`config.mk`:
```
export PLATFORM = sky130hd
export DESIGN_NAME = pio_tx_arbiter
export DESIGN_NICKNAME = d
export VERILOG_FILES = /design/src/rtl/pio_pkg.sv /design/src/rtl/pio_tx_arbiter.sv
export SDC_FILE = /design/constraint.sdc
export NUM_CORES = 1
export LEC_CHECK = 0
export ABC_CLOCK_PERIOD_IN_PS = 1800
export BUFFER_PORTS_ARGS = -buffer_cell sky130_fd_sc_hd__buf_2
export CORE_AREA = 2 2 89 91
export CTS_BUF_LIST = sky130_fd_sc_hd__clkbuf_8
export CTS_CLUSTER_SIZE = 12
export DETAILED_ROUTE_END_ITERATION = 8
export DIE_AREA = 0 0 91 93
export MAX_ROUTING_LAYER = met4
export PLACE_DENSITY = 0.68
export SYNTH_ARGS = -nofsm -noshare
export SYNTH_HDL_FRONTEND = slang
export SYNTH_SLANG_ARGS = --single-unit
```
`constraint.sdc`:
```
create_clock -name user_clk -period 1.8 [get_ports user_clk]
set_input_delay 0.36 -clock user_clk [delete_from_list [all_inputs] [get_ports user_clk]]
set_output_delay 0.36 -clock user_clk [all_outputs]
set_load 0.01 [all_outputs]
```
`src/rtl/pio_pkg.sv`:
```
// Shared types and constants for the PIO TX path: arbiter state encoding,
// source indices and the beat bundle carried on the 64-bit AXI4-Stream.
package pio_pkg;

    typedef enum logic [2:0] {
        IDLE  = 3'd0,
        CPL   = 3'd1,
        REQ   = 3'd2,
        ABORT = 3'd3,
        OFF   = 3'd4
    } state_e;

    localparam logic       SRC_CPL    = 1'b0;
    localparam logic       SRC_REQ    = 1'b1;
    localparam logic [7:0] TKEEP_FULL = 8'hFF;

    typedef struct packed {
        logic [63:0] tdata;
        logic [7:0]  tkeep;
        logic        tlast;
        logic        tvalid;
    } axis_beat_t;

endpackage

```
`src/rtl/pio_tx_arbiter.sv`:
```
// Packet-atomic two-source arbiter onto the endpoint TX stream, with stall
// abort (tx_src_dsc plus flush of the stalled source) and turnoff handshake.
module pio_tx_arbiter
    import pio_pkg::*;
#(
    parameter int STALL_TIMEOUT = 64,
    parameter bit CPL_PRIORITY  = 1'b0
) (
    input  logic        user_clk,
    input  logic        user_reset,
    input  logic        user_lnk_up,

    input  logic [63:0] cpl_tdata,
    input  logic [7:0]  cpl_tkeep,
    input  logic        cpl_tlast,
    input  logic        cpl_tvalid,
    output logic        cpl_tready,

    input  logic [63:0] req_tdata,
    input  logic [7:0]  req_tkeep,
    input  logic        req_tlast,
    input  logic        req_tvalid,
    output logic        req_tready,

    output logic [63:0] s_axis_tx_tdata,
    output logic [7:0]  s_axis_tx_tkeep,
    output logic        s_axis_tx_tlast,
    output logic        s_axis_tx_tvalid,
    input  logic        s_axis_tx_tready,
    output logic        tx_src_dsc,

    input  logic        cfg_to_turnoff,
    output logic        cfg_turnoff_ok
);

    localparam int              CNT_W      = $clog2(STALL_TIMEOUT);
    localparam logic [CNT_W-1:0] STALL_LAST = CNT_W'(STALL_TIMEOUT - 1);

    state_e           state_q, state_d;
    logic             last_grant_q, last_grant_d;
    logic             flush_cpl_q, flush_cpl_d;
    logic             flush_req_q, flush_req_d;
    logic [CNT_W-1:0] stall_cnt_q, stall_cnt_d;
    logic             turnoff_ok_q, turnoff_ok_d;

    axis_beat_t cpl_beat, req_beat, gnt_beat, out_beat;
    logic       cpl_eligible, req_eligible, pick_cpl;
    logic       abort_start;

    assign cpl_beat = '{tdata: cpl_tdata, tkeep: cpl_tkeep, tlast: cpl_tlast, tvalid: cpl_tvalid};
    assign req_beat = '{tdata: req_tdata, tkeep: req_tkeep, tlast: req_tlast, tvalid: req_tvalid};

    // A source still draining an aborted TLP is never offered a new grant.
    assign cpl_eligible = cpl_tvalid & ~flush_cpl_q;
    assign req_eligible = req_tvalid & ~flush_req_q;

    always_comb begin
        if (CPL_PRIORITY) begin
            pick_cpl = cpl_eligible;
        end else begin
            pick_cpl = cpl_eligible & (~req_eligible | (last_grant_q == SRC_REQ));
        end
    end

    // Zero-latency data path: the granted source is muxed straight through.
    always_comb begin
        // NOTE: every combinational output gets a default first so no path
        // through the case statement leaves a latch behind.
        gnt_beat   = '0;
        out_beat   = '0;
        tx_src_dsc = 1'b0;
        unique case (state_q)
            CPL:     gnt_beat = cpl_beat;
            REQ:     gnt_beat = req_beat;
            default: gnt_beat = '0;
        endcase
        out_beat = gnt_beat;
        if (state_q == ABORT) begin
            out_beat   = '{tdata: '0, tkeep: TKEEP_FULL, tlast: 1'b1, tvalid: 1'b1};
            tx_src_dsc = 1'b1;
        end
    end

    assign s_axis_tx_tdata  = out_beat.tdata;
    assign s_axis_tx_tkeep  = out_beat.tkeep;
    assign s_axis_tx_tlast  = out_beat.tlast;
    assign s_axis_tx_tvalid = out_beat.tvalid;

    assign cpl_tready = flush_cpl_q | ((state_q == CPL) & s_axis_tx_tready);
    assign req_tready = flush_req_q | ((state_q == REQ) & s_axis_tx_tready);

    always_comb begin
        state_d      = state_q;
        last_grant_d = last_grant_q;
        stall_cnt_d  = '0;
        abort_start  = 1'b0;
        unique case (state_q)
            IDLE: begin
                if (cfg_to_turnoff) begin
                    state_d = OFF;
                end else if (user_lnk_up && (cpl_eligible || req_eligible)) begin
                    state_d = pick_cpl ? CPL : REQ;
                end
            end
            CPL, REQ: begin
                // An offered beat always beats the timeout, even on the last count.
                if (gnt_beat.tvalid) begin
                    if (s_axis_tx_tready && gnt_beat.tlast) begin
                        state_d      = IDLE;
                        last_grant_d = (state_q == CPL) ? SRC_CPL : SRC_REQ;
                    end
                end else if (stall_cnt_q == STALL_LAST) begin
                    state_d     = ABORT;
                    abort_start = 1'b1;
                end else begin
                    stall_cnt_d = stall_cnt_q + CNT_W'(1);
                end
            end
            ABORT: begin
                if (s_axis_tx_tready) begin
                    state_d = IDLE;
                end
            end
            OFF: begin
                if (!cfg_to_turnoff) begin
                    state_d = IDLE;
                end
            end
            default: state_d = IDLE;
        endcase
    end

    // Flush runs independently of the FSM and ends on the source's own tlast.
    always_comb begin
        flush_cpl_d = flush_cpl_q;
        flush_req_d = flush_req_q;
        if (flush_cpl_q && cpl_tvalid && cpl_tlast) begin
            flush_cpl_d = 1'b0;
        end
        if (flush_req_q && req_tvalid && req_tlast) begin
            flush_req_d = 1'b0;
        end
        if (abort_start && (state_q == CPL)) begin
            flush_cpl_d = 1'b1;
        end
        if (abort_start && (state_q == REQ)) begin
            flush_req_d = 1'b1;
        end
    end

    assign turnoff_ok_d   = (state_d == OFF);
    assign cfg_turnoff_ok = turnoff_ok_q;

    // NOTE: state registers use non-blocking assignments so every flop samples
    // the pre-edge value of its neighbours regardless of statement order.
    always_ff @(posedge user_clk) begin
        if (user_reset) begin
            state_q      <= IDLE;
            last_grant_q <= SRC_REQ;
            flush_cpl_q  <= 1'b0;
            flush_req_q  <= 1'b0;
            stall_cnt_q  <= '0;
            turnoff_ok_q <= 1'b0;
        end else begin
            state_q      <= state_d;
            last_grant_q <= last_grant_d;
            flush_cpl_q  <= flush_cpl_d;
            flush_req_q  <= flush_req_d;
            stall_cnt_q  <= stall_cnt_d;
            turnoff_ok_q <= turnoff_ok_d;
        end
    end

endmodule
```
==> qor.yml <==
run_status:
  status: "finished, violations left"
  violations: "negative setup slack"
synthesis:
  synth_seq_cells: 13
  yosysTopAreaCell: "a22oi_1"
  ys_warn_count: 0
  synth_edf_count: 0
  synth_ff_type: "dfxtp_1"
  netlist_top_cells_count: "nor2_1 (70), a22oi_1 (64), clkbuf_1 (15), nand2_1 (14), dfxtp_1 (13)"
  synth_cell_types: 37
  syn_nets: 413
  syn_inst: 259
  synth_area_um2: 1689
  synth_area_leaders: "a22oi_1 (28%), nor2_1 (16%), dfxtp_1 (15%), o21ai_0 (3.6%), clkbuf_1 (3.3%)"
  synthArstFlopShare_pct: 0
  synthDominantCellAreaShare_pct: 28.44
  ys_seq_area_share_pct: 15.41
  synth_most_common_cell: "nor2_1"
  syn_area_per_cell_um2: 6.522
job:
  cap_violations: 0
timing:
  setup-violations-final: 43
  clock.fmax_mhz: 525.1
  finalHoldViolCount: 0
  worst_slew_pin_slew_ns: 0.3577
  worst_clock_skew_ns: 0.002609
  drv_slew: 0
  max_slew_margin_pct: 76.10
  final.setup.worst_slack_ns: -0.1045
  period_share_pct: 105.8
  rsz0062_at_grt: "yes"
  fin_crit_ns: 1.905
  fin_tns_setup_ns: -0.7415
pwr:
  vdd_ir_drop_max_mv: 0.1907
  power.leakage_nw: 1.862
  p_comb_share_pct: 33.6
  sw_frac_of_total_pct: 29.43
  p_int_mw: 0.5895
  power_density_nw_per_um2: 226.4
  pwr-share-seq_pct: 34.8
  pwr-share-clk_pct: 31.6
  power.switching_mw: 0.2459
place:
  portBuffers: 230
  dpl_worst_slack_ns: -0.05092
  hpwl_mm: 7.856
  gp_congestion: 0.8441
critical_path:
  worst_setup_path_start_kind: "flip-flop"
  critPathSlowestCell: "dfxtp_4"
  crit_top_cell: "buf_6"
  arrival_ns: 1.54
  cp.depth: 7
  critPathRequiredTime_ns: 1.44
  reg2reg_to: "stall_cnt_q[2]"
  reg2reg_slack_ns: -0.03
  startpoint: "state_q[1]"
  critPathKind: "reg -> out"
  timing.rr.start: "state_q[1]"
  crit_path_end_kind: "output port"
  worst-r2r-cell-count: 7
  cp_num_buf_inv: 4
  path_cells: "nor2b_4 > buf_6 > buf_6 > a32oi_4 > buf_6 > nand2_4 > buf_6"
  slowest_delay_ns: 0.36
  path_max_fanout: 4
  crit_family: "buffers and inverters"
drt:
  via_per_inst: 4.928
  wl_mm: 10.24
  num_vias: 2996
  ant_nets: 0
  drtIter0Drc: 143
  wl_per_cell_um: 16.84
  drc: 0
  first_pass_iters: 4
clock_tree:
  cts_tree: "yes"
  cts_root_buffer: "clkbuf_8"
  clock_sinks: 13
  holdBufCountCts: 0
  h-tree-depth: 1
  worstSkewPairLatency_ns: 0.25
  clk_pin_slew_ns: 0.05
  clockBufferDepth: 2
  cts_buffers: 3
final_layout:
  regArea_um2: 269.0
  multiInputGateArea_um2: 1535
  drive_gt1_share_pct: 66.07
  fillers: 775
  fin_nets: 659
  area_growth_pct: 118.4
global_route:
  overflow: 0
  grt_first_pass_wirelength_mm: 14.60
  grt_start_max_net_pins: 29
  grtUsageTotal_pct: 22.10
  antenna_found_initial: 2
  first_global_vias: 2801
min_path:
  hold_start: "user_reset"
  min_path_cells: 2
  hold_path_class: "in -> reg"
  hold-path-endpoint: "state_q[2]"
floorplan:
  rows: 32
  dieArea_um2: 8463
  die_w_um: 91
  start_util_pct: 22.44
  io_pins: 231
  die_h_um: 93
  core-area_um2: 7527
==> sequential cells by signal (all words and copies together), names as in the netlist <==
register,count
cfg_turnoff_ok,1
flush_cpl_q,1
flush_req_q,1
last_grant_q,1
stall_cnt_q,6
state_q,3
==> power by group through the flow <==
| stage | logic (mW) | registers, mW | clock network (mW) |
|---|---|---|---|
| after floorplan | 0.0529 | 0.299 | 0 |
| after global placement | 0.245 | 0.299 | 0 |
| after detailed placement | 0.247 | 0.299 | 0 |
| after CTS | 0.267 | 0.290 | 0.272 |
| after global routing | 0.305 | 0.291 | 0.286 |
| final | 0.281 | 0.291 | 0.264 |
==> per-layer routing <==
metal  GRT usage [%]  wire length [µm]  share of wire (%)
met2           33.70              4720                 46
met4           2.020                55               0.54
met1           30.44              4593                 45
met5               -                 0                  0
met3           6.044               869                8.5
==> area by class of cell <==
cell class | count | share of cell area [%]
flip-flops and latches | 13 | 7.291
well taps | 102 | 3.459
diodes | 2 | 0.1356
multi-input cells | 213 | 41.61
clock buffers | 3 | 1.119
clock inverters | 1 | 0.1017
inverters | 5 | 0.5086
repair buffers | 269 | 45.78
==> through the flow <==
| step | total power [mW] | util [%] | cells | hold slack, ns | cell area, µm² |
|---|---|---|---|---|---|
| 6_report | 0.8353 | 49.02 | 608 | 0.3586 | 3690 |
| 5_1_grt | 0.8820 | 49.02 | 608 | 0.3817 | 3690 |
| 4_1_cts | 0.8286 | 46.63 | 603 | 0.3549 | 3510 |
| 3_5_place_dp | 0.5462 | 39.71 | 579 | 0.4426 | 2989 |
| 3_3_place_gp | 0.5446 | 39.71 | 579 | 0.4397 | 2989 |
| 2_1_floorplan | 0.3521 | - | 259 | 0.4276 | 1689 |
==> cells by family after synthesis <==
logic type / share of synthesized area [%]
adders and majority gates: 0.7406
buffers and inverters: 8.815
and+or+nand+nor: 31.41
xor gates and xnor gates: 2.074
AOI/OAI and AO/OA: 41.56
DFF: 15.41
==> layout by cell type (no fill, tap or decap), drive strengths merged <==
master	instances
or4	1
inv	6
nand3	1
nand2b	2
or4b	1
a32oi	3
a21o	2
a211oi	3
and3b	3
o21ai	12
dfxtp	13
nor3b	2
diode	2
buf	267
nand2	14
xnor2	3
nor2b	3
o311ai	1
a21oi	9
a2111oi	1
and2	1
clkbuf	5
nor4b	2
nor4	2
a22oi	64
nand3b	1
xor2	1
ha	1
o21bai	1
o211ai	1
nor2	76
and3	2
==> how the worst max path moves through the flow <==
| stage | end | slack, ns |
|---|---|---|
| final | s_axis_tx_tvalid | -0.10 |
| after global routing | s_axis_tx_tvalid | -0.14 |
| after CTS | s_axis_tx_tvalid | -0.09 |
| after detailed placement | state_q[1] | -0.05 |
| after global placement | state_q[1] | -0.04 |
| after floorplan | s_axis_tx_tdata[13] | 0.05 |
==> repair_timing <==
item | CTS | global route
setup endpoints to repair | 75 | 77
setup buffers | 17 | 2
pin swaps | 14 | 28
gates resized for setup | 67 | 28
gates cloned | 4 | 2
Note: power is estimated with default switching activity, not from simulation.
